File: config.mk
export PLATFORM = sky130hd
export DESIGN_NAME = snap_capture_ctrl
export DESIGN_NICKNAME = d
export VERILOG_FILES = /design/src/rtl/snap_ctrl_pkg.sv /design/src/rtl/snap_capture_ctrl.sv
export SDC_FILE = /design/constraint.sdc
export NUM_CORES = 1
export LEC_CHECK = 0
export BUFFER_PORTS_ARGS = -buffer_cell sky130_fd_sc_hd__buf_2
export CORE_MARGIN = 1
export CORE_UTILIZATION = 25
export DETAILED_ROUTE_END_ITERATION = 16
export PLACE_DENSITY = 0.52
export SKIP_LAST_GASP = 1
export SYNTH_ARGS = -nofsm -noshare
export SYNTH_HDL_FRONTEND = slang
export SYNTH_SLANG_ARGS = --single-unit
export TNS_END_PERCENT = 10
File: constraint.sdc
create_clock -name user_clk -period 7.1 [get_ports user_clk]
set_clock_uncertainty 0.1 [all_clocks]
set_input_delay 0.355 -clock user_clk [delete_from_list [all_inputs] [get_ports user_clk]]
set_output_delay 0.355 -clock user_clk [all_outputs]
set_load 0.02 [all_outputs]
File: src/rtl/snap_ctrl_pkg.sv
// snap_ctrl_pkg: shared state encoding and ctrl/status bit positions for the snapshot capture controller
package snap_ctrl_pkg;

    typedef enum logic [1:0] {
        ST_IDLE    = 2'd0,
        ST_ARMED   = 2'd1,
        ST_CAPTURE = 2'd2,
        ST_DONE    = 2'd3
    } state_e;

    localparam int CTRL_ARM      = 0;
    localparam int CTRL_TRIG_SEL = 1;
    localparam int CTRL_WE_SEL   = 2;

    localparam int STAT_DONE = 31;
    localparam int STAT_BUSY = 30;

endpackage

File: src/rtl/snap_capture_ctrl.sv
// snap_capture_ctrl: arm/trigger controlled single-shot capture of a sample stream into a BRAM
module snap_capture_ctrl
    import snap_ctrl_pkg::*;
#(
    parameter int ADDR_WIDTH = 10,
    parameter int DATA_WIDTH = 32
) (
    input  logic                  user_clk,
    input  logic                  user_rst_n,
    input  logic [31:0]           ctrl,
    input  logic                  trig,
    input  logic                  din_valid,
    input  logic [DATA_WIDTH-1:0] din,
    output logic [ADDR_WIDTH-1:0] bram_addr,
    output logic [DATA_WIDTH-1:0] bram_data,
    output logic                  bram_we,
    output logic [31:0]           status
);

    state_e                state_q, state_d;
    logic [ADDR_WIDTH:0]   count_q, count_d;
    logic                  arm_prev_q;
    logic                  bram_we_q;
    logic [ADDR_WIDTH-1:0] bram_addr_q;
    logic [DATA_WIDTH-1:0] bram_data_q;
    logic [31:0]           status_q, status_d;
    logic                  wr;
    logic                  arm_edge;
    logic                  accepted;
    logic                  trig_hit;
    logic                  ctrl_unused;

    assign arm_edge    = ctrl[CTRL_ARM] & ~arm_prev_q;
    assign accepted    = ~ctrl[CTRL_WE_SEL] | din_valid;
    assign trig_hit    = ~ctrl[CTRL_TRIG_SEL] | trig;
    assign ctrl_unused = ^ctrl[31:3];

    assign bram_we   = bram_we_q;
    assign bram_addr = bram_addr_q;
    assign bram_data = bram_data_q;
    assign status    = status_q;

    // Next state, write decision and status image; an arm edge overrides everything and suppresses the write
    always_comb begin
        state_d  = state_q;
        count_d  = count_q;
        wr       = 1'b0;
        status_d = '0;
        if (arm_edge) begin
            state_d = ST_ARMED;
            count_d = '0;
        end else begin
            case (state_q)
                ST_ARMED:   if (trig_hit) begin
                                state_d = ST_CAPTURE;
                                wr      = accepted;
                            end
                ST_CAPTURE: wr = accepted;
                default:    ;
            endcase
            if (wr) begin
                count_d = count_q + {{ADDR_WIDTH{1'b0}}, 1'b1};
                if (count_q[ADDR_WIDTH-1:0] == '1) state_d = ST_DONE;
            end
        end
        status_d[STAT_DONE]      = (state_d == ST_DONE);
        status_d[STAT_BUSY]      = (state_d == ST_ARMED) || (state_d == ST_CAPTURE);
        status_d[ADDR_WIDTH:0]   = count_d;
    end

    // State, count, arm history and registered BRAM write port / status; address and data hold between writes
    always_ff @(posedge user_clk or negedge user_rst_n) begin
        if (!user_rst_n) begin
            state_q     <= ST_IDLE;
            count_q     <= '0;
            arm_prev_q  <= 1'b0;
            bram_we_q   <= 1'b0;
            bram_addr_q <= '0;
            bram_data_q <= '0;
            status_q    <= '0;
        end else begin
            state_q    <= state_d;
            count_q    <= count_d;
            arm_prev_q <= ctrl[CTRL_ARM];
            bram_we_q  <= wr;
            status_q   <= status_d;
            if (wr) begin
                bram_addr_q <= count_q[ADDR_WIDTH-1:0];
                bram_data_q <= din;
            end
        end
    end

endmodule
Word level (Yosys, flattened, before mapping)
Index checks and enable logic that the tools add are counted.
{"block": "word_totals", "regBits": 70, "latchBits": 0, "ram_bits": 0, "romBits": 0, "input_bits": 68, "out_inout_bits": 75, "elab_cells": 32, "mem_count": 0}
{"block": "classes", "addsub": 1, "mul": 0, "n_div": 0, "order_cmp": 0, "eq_ne": 6, "shifts": 0, "mux": 11, "bitwise_logic": 6, "reduce_logical": 1}
{"cell": "11-bit two-way mux", "count": 2}
{"cell": "11-bit by 1-bit adder with 11-bit output, second input constant", "count": 1}
{"cell": "10-bit equality test, second input constant", "count": 1}
{"cell": "2-bit two-way mux", "count": 5}
{"cell": "2-bit equality test, second input constant", "count": 3}
{"cell": "2-bit by 1-bit equality test with 1-bit output, second input constant", "count": 2}
{"cell": "1-bit two-way mux", "count": 3}
{"cell": "1-bit inverter", "count": 3}
{"cell": "1-bit bitwise OR", "count": 2}
{"cell": "1-bit one-hot mux with 2 select lines", "count": 1}
{"cell": "1-bit AND", "count": 1}
{"cell": "1-bit logical OR", "count": 1}

Longest topological paths before layout
Gate-level depths: netlist of run 1.
{"block": "depth", "word_depth": 9, "mapped_depth": 7, "ltp_nobuf": 7}

Worst setup path before layout of run 1
Ideal clock, no wire load.
{"block": "synth_path", "kind": "register to register", "from": "register state_q[0]", "to": "register status_q[30] (netlist: status[30])", "setup_ns": 0.126, "t_arrival_ns": 2.041, "required_ns": 6.874, "setup_slack_ns": 4.833, "stages_incl_launch_ff": 7, "path_buffers": 0, "period_less_slack_ns": 2.267, "path_cell_list": "dfrtp_1 inv_1 ha_1 or2_2 or4_1 a31oi_1 ha_1"}
{"block": "synth_between", "elab_chain_len": 7, "word_cells_on_any_way": 12, "cone_classes": "eq/ne (4); mux (7); reduce/logical (1)"}
{"element": "from (decl)", "line": "snap_capture_ctrl.sv:20", "rtl": "state_e state_q, state_d;"}
{"element": "from (signal assigned)", "line": "snap_capture_ctrl.sv:82", "rtl": "state_q <= state_d;"}
{"element": "2-bit equality test / 2-bit by 1-bit equality test with 1-bit output (equally long branches)", "line": "snap_capture_ctrl.sv:53", "rtl": "case (state_q)"}
{"element": "1-bit one-hot mux with 2 select lines / 2-bit two-way mux (equally long branches)", "line": "snap_capture_ctrl.sv:53"}
{"element": "1-bit two-way mux / 2-bit two-way mux (equally long branches)", "line": "snap_capture_ctrl.sv:49, snap_capture_ctrl.sv:63"}
{"element": "2-bit two-way mux *", "line": "snap_capture_ctrl.sv:61", "rtl": "if (wr) begin"}
{"element": "2-bit two-way mux *", "line": "snap_capture_ctrl.sv:49", "rtl": "if (arm_edge) begin"}
{"element": "named net state_d[1]", "line": "snap_capture_ctrl.sv:20"}
{"element": "2-bit by 1-bit equality test with 1-bit output / 2-bit equality test (equally long branches)", "line": "snap_capture_ctrl.sv:67", "rtl": "status_d[STAT_BUSY] = (state_d == ST_ARMED) || (state_d == ST_CAPTURE);"}
{"element": "1-bit logical OR *", "line": "snap_capture_ctrl.sv:67"}
{"element": "named net status_d[30]", "line": "snap_capture_ctrl.sv:26", "rtl": "logic [31:0] status_q, status_d;"}
{"element": "to (signal assigned)", "line": "snap_capture_ctrl.sv:86", "rtl": "status_q <= status_d;"}
{"element": "to (decl)", "line": "snap_capture_ctrl.sv:26"}
Mark *: on every way through the listed nets, which the timed path passes. The rest lies on a longest branch. The select of a mux whose other input is x is not followed.
A chain may end at the register's enable or synchronous reset.

Worst setup path in the final report of run 1
{"block": "layout_path", "from": "register state_q[0]", "to": "register bram_data_q[14] (netlist: bram_data[14])"}
{"block": "layout_between", "elab_chain_len": 4, "word_cells_on_any_way": 5, "cone_classes": "eq/ne (2); mux (3)"}
{"element": "2-bit equality test / 2-bit by 1-bit equality test with 1-bit output (equally long branches)", "line": "snap_capture_ctrl.sv:53"}
{"element": "1-bit one-hot mux with 2 select lines *", "line": "snap_capture_ctrl.sv:53"}
{"element": "1-bit two-way mux * (2 in a row)", "line": "snap_capture_ctrl.sv:49"}
{"element": "to (signal assigned)", "line": "snap_capture_ctrl.sv:89", "rtl": "bram_data_q <= din;"}
{"element": "to (decl)", "line": "snap_capture_ctrl.sv:25", "rtl": "logic [DATA_WIDTH-1:0] bram_data_q;"}
Mark *: on every way between the ends. The rest lies on a longest branch, timed or not. The select of a mux whose other input is x is not followed.

==> results.yml, run 1 <==
outcome:
  status: "finished, final reports clean"
yosys:
  syn_avg_cell_area_um2: 12.9
  synth.distinct_cells: 29
  yosys-top-cells-area: "dfrtp_1 58%, mux2_2 19%, buf_4 5.6%"
  syn_inst: 197
  yosys_warnings: 0
  synth_most_common_cell: "dfrtp_1"
  synth_edf_count: 0
  yosysTopAreaCellShare_pct: 57.9
  ys_seq_elements: 59
  synth_top_cell_by_area: "dfrtp_1"
  seq_area_frac_synth_pct: 57.9
  synthArstFlopShare_pct: 100
  ys.flop_type: "dfrtp_1"
  mappedNetlistArea_mm2: 0.00255
  synth_commonest_cells: "59 x dfrtp_1, 42 x mux2_2, 19 x buf_4"
global_routing:
  use_met1_pct: 13.1
  gr-max-usage-layer: "met2"
  grt_usage_pct: 10.7
  overflow: 0
  grt_util_met2_pct: 17.0
  antenna_found_initial: 0
  grt_max_degree: 60
  met3_usage_pct: 3.19
  grt_pass1_vias: 1736
  grt_first_pass_wirelength_um: 8420
timing:
  hold_viol: 0
  fin_tns_setup_ps: 0
  max_freq_mhz: 397
  slew_viol_final: 0
  tightest_slew_ps: 842
  timing.slew.headroom_pct: 43.7
  period_minus_slack_ps: 2520
  final.period_utilization_pct: 35.5
  setup-violations-final: 0
  rsz0062_at_grt: "false"
  fin_ws_ps: 4580
floorplan:
  dieArea_mm2: 0.0106
  coreArea_mm2: 0.00982
  start_util_pct: 26.0
  die_width_um: 103
  pin_count: 143
  die_h_um: 103
  rows: 36
clock_tree:
  hold_buffers: 0
  ctsResizeCount: 0
  cts.htree.levels: 3
  cts_sinks: 59
  cts.reportedPaths.clkPinSlew_ps: 70
  root_buffer: "clkbuf_8"
  post_cts_buffers: 0
  clock_latency_ps: 330
  cts_made_buffers: 9
  clock_path_buffers: 2
  tritoncts: "yes"
detailed_routing:
  drt-initial-drc-count: 28
  ant_nets: 0
  first_pass_iters: 4
  wl_per_cell_um: 12.5
  viasPerCell: 4.19
  route.detailed.drc: 0
  vias: 1819
  drt_wl_total_um: 5430
placed_design:
  postPlaceCellArea_mm2: 0.00310
  gp_congestion: 0.693
  dp_hpwl_um: 3750
  port_buffers: 94
  post-place-ws_ps: 4530
final_layout:
  layout-drive-gt1-share_pct: 51.5
  fin_util_pct: 33.6
  num_antenna_cells: 0
  layout.nets: 368
  nFillCells: 1071
  area_growth_pct: 29.3
  design_area_mm2: 0.00330
worst_setup_path:
  critPathArrivalTime_ps: 2630
  worstPathMaxFanout: 22
  worstSetupPathType: "reg2reg"
  startpoint_type: "flip-flop"
  crit_required_ps: 7210
  cp-end-kind: "flip-flop"
power:
  power_w: 0.00139
  leakage_nw: 1.68
  ir_drop_uv: 163
  pwr_density_cell_mw_per_mm2: 421
job:
  maxCapViolCount: 0
min_path:
  hp-class: "in2reg"
-- layer usage --
layer / share of wire [%] / vias up
li1: - / 854
met1: 46 / 882
met2: 47 / 73
met3: 5.9 / 10
met4: 1.6 / 0
met5: 0 / -
-- final timing paths --
kind	startpoint	to	slack (ps)	cells after the start
worst max-delay path	state_q[0]	bram_data[14]	4580	6
worst min-delay path	ctrl[0]	arm_prev_q	50	1
worst max register to register	state_q[0]	bram_data[14]	4580	6
worst min register to register	bram_data[10]	bram_data[10]	400	1
max in group asynchronous	user_rst_n	bram_data[14]	6300	2
min in group asynchronous	user_rst_n	bram_data[0]	70	2
-- worst max-delay path, stage by stage (launching register included) --
cell and delay [ps]:
dfrtp_1 380, inv_1 50, ha_1 330, nor2_1 270, nand3_2 510, buf_4 430
mux2_2 310
-- state kept, by name (all words and copies together) (netlist names) --
register,count
bram_we,1
state_q,2
count_q,10
bram_addr,10
status,3
arm_prev_q,1
bram_data,32
-- per-stage QoR --
stage               hold slack (ps)  cells
floorplan                     -40.6    215
global placement                382    418
detailed placement              388    418
CTS                            28.9    434
global route                   35.2    434
finish                         48.3    434
-- final cells by class --
class / instances / area (um2) / share of cell area [%]
inverter: 5 / 18.8 / 0.569
tap: 133 / 166 / 5.05
sequential: 59 / 1480 / 44.8
timing repair buffer: 96 / 485 / 14.7
clock inverter: 5 / 52.6 / 1.59
clock buffer: 11 / 141 / 4.29
multi-input combinational: 125 / 957 / 29.0
-- cell usage in the layout (no fill, tap or decap), types with 5 or more instances in the layout --
cell type	synthesis	final
nand2b_1	5	5
nand2_1	8	8
mux2_2	42	42
inv_1	5	5
conb_1	1	19
a21oi_1	9	9
or4_1	6	6
buf_2	1	94
dfrtp_1	59	59
clkbuf_8	0	10
-- cells by family (layout without fill, tap and decap cells) --
logic type,after synthesis,count (layout),synth area share (%)
AOI/OAI and AO/OA,24,24,5.79
DFF,59,59,57.9
adders and majority gates,4,4,1.96
buffers and inverters,31,117,7.41
muxes,43,43,18.9
other,1,19,0.147
and+or+nand+nor,35,35,7.85
-- power by group --
part           internal [W]  switching [W]
registers          0.000456      0.0000578
clock network      0.000170       0.000140
logic              0.000236       0.000330
total              0.000862       0.000527
Power figures use the tool's default switching activity.
==> inputs of run 2 (changes only) <==
==> constraint.sdc (replaced) <==
create_clock -name user_clk -period 2.5 [get_ports user_clk]
set_clock_uncertainty 0.1 [all_clocks]
set_input_delay 0.125 -clock user_clk [delete_from_list [all_inputs] [get_ports user_clk]]
set_output_delay 0.125 -clock user_clk [all_outputs]
set_load 0.02 [all_outputs]
==> run 2 against run 1 <==
  * Routed wire length up 5.4%
  * Via count grew 7.0%
  * Cell area is 13% higher
  * Setup slack got worse by 4400 ps
  * Die area is the same
  * Cell count is 8.8% higher
  * Sequential power grew to 2.8 times the previous value
  * First-iteration DRC count rose by 3.6%
  * Critical path depth unchanged
  * Core utilization is 4.2 points higher
  * Combinational power rose to 3.0 times the previous value
  * Largest power group unchanged
  * Highest routed layer unchanged
==> results.yml, run 2 (synthesis results as in run 1) <==
clock_tree:
  cts_made_buffers: 9
  cts_sinks: 59
  tritoncts: "yes"
  clock_path_buffers: 2
  root_buffer: "clkbuf_8"
  ctsResizeCount: 0
  post_cts_buffers: 0
  cts.reportedPaths.clkPinSlew_ps: 70
  cts.htree.levels: 3
  clock_latency_ps: 330
final_layout:
  layout-drive-gt1-share_pct: 46.9
  largest_register_ffs: 32
  area_growth_pct: 45.7
  fin_util_pct: 37.8
  layout.nets: 406
  num_antenna_cells: 0
  final_common_cell: "buf_2"
  mostFrequentLayoutCells: "94 x buf_2, 59 x dfrtp_1, 42 x mux2_2"
  instances_no_fill: 472
floorplan:
  start_util_pct: 26.0
  coreArea_mm2: 0.00982
  pin_count: 143
  dieArea_mm2: 0.0106
  die_h_um: 103
  rows: 36
  die_width_um: 103
detailed_routing:
  vias: 1946
  route.detailed.drc: 0
  ant_nets: 0
  viasPerCell: 4.12
  first_pass_iters: 4
  drt-initial-drc-count: 29
  drt_wl_total_um: 5720
  wl_per_cell_um: 12.1
power:
  pwr_density_cell_mw_per_mm2: 1120
  leakage_nw: 1.86
  ir_drop_uv: 621
worst_setup_path:
  r2r_end: "status[30]"
  startpoint_type: "flip-flop"
  cp-end-kind: "flip-flop"
  crit_required_ps: 2620
  critPathArrivalTime_ps: 2470
  reg2reg_slack_ps: 150
  worstPathMaxFanout: 4
  regToRegStartpoint: "state_q[0]"
  worstSetupPathType: "reg2reg"
  reg2reg_depth: 6
outcome:
  status: "finished, final reports clean"
job:
  maxCapViolCount: 0
global_routing:
  grt_pass1_vias: 1966
  grt_usage_pct: 11.7
  antenna_found_initial: 0
  grt_first_pass_wirelength_um: 9180
  grt_max_degree: 44
  overflow: 0
timing:
  max_freq_mhz: 425
  slew_viol_final: 0
  timing.slew.headroom_pct: 53.8
  fin_tns_setup_ps: 0
  setup-violations-final: 0
  period_minus_slack_ps: 2350
  tightest_slew_ps: 693
  rsz0062_at_grt: "false"
  final.period_utilization_pct: 94.1
  hold_viol: 0
placed_design:
  dp_hpwl_um: 3810
  port_buffers: 94
  dpl.cell_count: 422
  gp_congestion: 0.707
min_path:
  min_path_cells: 4
  hp-class: "in2reg"
  whs_endpoint: "state_q[1]"
  hold_start: "trig"
-- run 2: cell count changes in the layout (fill, tap and decap cells not counted), sizes merged --
cell and delta:
clkinv -2, clkbuf +1, dlygate4sd3 +34, bufinv +1
buf +4
-- run 2: per-stage QoR --
step,hold slack [ps],setup slack [ps],area (um2),power [W]
floorplan,-271,233,2620,0.00260
global placement,110,159,3150,0.00311
detailed placement,130,134,3150,0.00316
CTS,229,139,3710,0.00422
global route,300,18.4,3710,0.00443
finish,253,148,3710,0.00415
-- run 2: layout make-up --
| class | instances | area (um2) |
|---|---|---|
| sequential | 59 | 1480 |
| multi-input combinational | 125 | 957 |
| clock buffer | 12 | 155 |
| tap | 133 | 166 |
| clock inverter | 4 | 72.6 |
| inverter | 5 | 18.8 |
| timing repair buffer | 134 | 868 |
| fill | 1000 | 6100 |
-- run 2: per-layer routing --
layer  wire (um)  vias to the layer above  GRT usage [%]
li1            -                      931              -
met1        2490                      937           12.9
met2        2810                       71           20.4
met3         336                        7           4.14
met4          76                        0           4.88
met5           0                        -              0
-- run 2: worst max-delay path, cell delays in order (launching register included) --
cell	delay, ps
dfrtp_1	380
inv_1	60
ha_1	330
or2_2	320
or4_1	550
a31oi_1	240
ha_1	260
-- run 2: repair_timing --
item	CTS	global route
endpoints found under the hold margin	61	0
endpoints found under the setup margin	0	0
hold buffers	34	0
-- run 2: worst max path at each step --
stage | startpoint | to | cells after the start
4_1_cts | state_q[0] | status[30] | 6
2_1_floorplan | state_q[0] | status[30] | 6
3_3_place_gp | state_q[0] | status[30] | 6
5_1_grt | state_q[0] | status[30] | 6
3_5_place_dp | state_q[0] | status[30] | 6
6_report | state_q[0] | status[30] | 6
-- run 2: report_power, final --
group | total (W) | switching [W] | internal [W]
Combinational | 0.00169 | 0.000961 | 0.000734
Clock | 0.000997 | 0.000382 | 0.000615
Sequential | 0.00146 | 0.000167 | 0.00130
Total | 0.00415 | 0.00151 | 0.00264
==> inputs of run 3 (changes only) <==
--- a/config.mk
+++ b/config.mk
@@ -8,6 +8,7 @@
 export BUFFER_PORTS_ARGS = -buffer_cell sky130_fd_sc_hd__buf_2
 export CORE_MARGIN = 1
 export CORE_UTILIZATION = 25
+export CTS_CLUSTER_DIAMETER = 150
 export DETAILED_ROUTE_END_ITERATION = 16
 export PLACE_DENSITY = 0.52
 export SKIP_LAST_GASP = 1
==> constraint.sdc (replaced) <==
create_clock -name user_clk -period 2.5 [get_ports user_clk]
set_clock_uncertainty 0.1 [all_clocks]
set_input_delay 0.125 -clock user_clk [delete_from_list [all_inputs] [get_ports user_clk]]
set_output_delay 0.125 -clock user_clk [all_outputs]
set_load 0.1 [all_outputs]
==> run 3 against run 2 <==
  * Core utilization down 0.55 points
  * Worst hold slack better by 5.1 ps
  * Routed wire length down 0.47%
  * Fmax down 0.18%
  * First-iteration DRC count up 52%
  * Setup slack worse by 4.3 ps
  * Via count down 0.26%
  * Cell count up 0.21%
  * Cell area down 1.4%
==> results.yml, run 3 (synthesis results as in run 1) <==
detailed_routing:
  wl_per_cell_um: 12.0
  vias: 1941
  viasPerCell: 4.10
  ant_nets: 0
  route.detailed.drc: 0
  first_pass_iters: 5
  drt_wl_total_um: 5690
  drt-initial-drc-count: 44
timing:
  max_freq_mhz: 424
  slew_viol_final: 0
  timing.slew.headroom_pct: 56.5
  fin_ws_ps: 144
  period_minus_slack_ps: 2360
  tightest_slew_ps: 653
  final.period_utilization_pct: 94.3
  rsz0062_at_grt: "false"
  setup-violations-final: 0
  hold_viol: 0
  holdWs_ps: 258
  fin_tns_setup_ps: 0
final_layout:
  area_growth_pct: 43.6
  layout.nets: 407
  instances_no_fill: 473
  largest_register_ffs: 32
  layout-drive-gt1-share_pct: 47.9
  nFillCells: 987
  mostFrequentLayoutCells: "94 x buf_2, 54 x dfrtp_1, 42 x mux2_2"
  final_common_cell: "buf_2"
  num_antenna_cells: 0
clock_tree:
  clock_latency_ps: 330
  ctsResizeCount: 0
  root_buffer: "clkbuf_8"
  cts.reportedPaths.clkPinSlew_ps: 60
  cts_made_buffers: 9
  cts_sinks: 59
  cts.htree.levels: 3
  tritoncts: "yes"
  hold_buffers: 34
  post_cts_buffers: 0
  clock_path_buffers: 2
floorplan:
  rows: 36
  dieArea_mm2: 0.0106
  coreArea_mm2: 0.00982
  start_util_pct: 26.0
  die_width_um: 103
  die_h_um: 103
  pin_count: 143
worst_setup_path:
  r2r_end: "status[30]"
  critical_path_buf_inv_count: 1
  critPathArrivalTime_ps: 2470
  reg2reg_slack_ps: 140
  worstSetupPathType: "reg2reg"
  cp_common_cell: "ha_1"
  startpoint_type: "flip-flop"
  cp-end-kind: "flip-flop"
  crit_required_ps: 2610
  path_cells: "inv_1 -> ha_1 -> or2_2 -> or4_1 -> a31oi_1 -> ha_1"
  worstPathMaxFanout: 4
  max_stage_delay_ps: 550
  cpLargestDelayFamily: "simple AND/OR/NAND/NOR gates"
  reg2reg_depth: 6
  cpMaxStageDelayCell: "or4_1"
  regToRegStartpoint: "state_q[0]"
placed_design:
  post-place-ws_ps: 137
  dpl.cell_count: 423
  gp_congestion: 0.743
  port_buffers: 94
  dp_hpwl_um: 3810
global_routing:
  grt_pass1_vias: 1867
  grt_first_pass_wirelength_um: 9100
  grt_max_degree: 32
  antenna_found_initial: 0
  grt_usage_pct: 11.5
  overflow: 0
min_path:
  whs_endpoint: "state_q[0]"
  min_path_cells: 5
  hold_start: "trig"
  hp-class: "in2reg"
outcome:
  status: "finished, final reports clean"
job:
  maxCapViolCount: 0
==> run 3: cell count changes in the layout (fill, tap and decap cells not counted), moves of 2 or more <==
cell and delta:
buf_4 +2, dfrtp_1 -5, bufinv_16 -2, dfrtp_2 +5, clkbuf_1 +2
==> run 3: layer usage <==
metal  wire length, um  part of all wire, %  vias to the layer above  global-route usage, %
met4                53                 0.93                        0                   3.58
met3               452                  7.9                        5                   5.76
met1              2460                   43                      926                   13.4
met5                 0                    0                        -                      0
li1                  -                    -                      938                      -
met2              2720                   48                       72                   18.6
==> run 3: worst max-delay path by stage <==
| stage | slack (ps) | depth (start not counted) | to | start |
|---|---|---|---|---|
| 4_1_cts | 130 | 6 | status[30] | state_q[0] |
| 3_5_place_dp | 140 | 6 | status[30] | state_q[0] |
| 6_report | 140 | 6 | status[30] | state_q[0] |
| 2_1_floorplan | 40 | 5 | count_q[7] | count_q[2] |
| 5_1_grt | 30 | 6 | status[30] | state_q[0] |
| 3_3_place_gp | 170 | 6 | status[30] | state_q[0] |
==> run 3: worst min-delay path: stages <==
cell,delay (ps)
buf_2,70
nor2b_1,50
nand2b_1,160
a21oi_1,140
nand2_1,80
==> run 3: metrics by stage <==
stage | instance area (um2) | utilization, %
floorplan | 2620 | -
global placement | 3150 | 32.1
detailed placement | 3150 | 32.1
CTS | 3660 | 37.3
global route | 3660 | 37.3
finish | 3660 | 37.3
==> run 3: area by class of cell <==
class | instances | area, um2 | share of cell area (%)
sequential | 59 | 1480 | 40.5
multi-input combinational | 125 | 957 | 26.1
timing repair buffer | 135 | 863 | 23.6
tap | 133 | 166 | 4.55
clock buffer | 14 | 163 | 4.44
inverter | 5 | 18.8 | 0.513
clock inverter | 2 | 10.0 | 0.273
Power of run 3 is not shown: default switching activity piles up to over one toggle a cycle in this logic, so the estimate is an artifact.
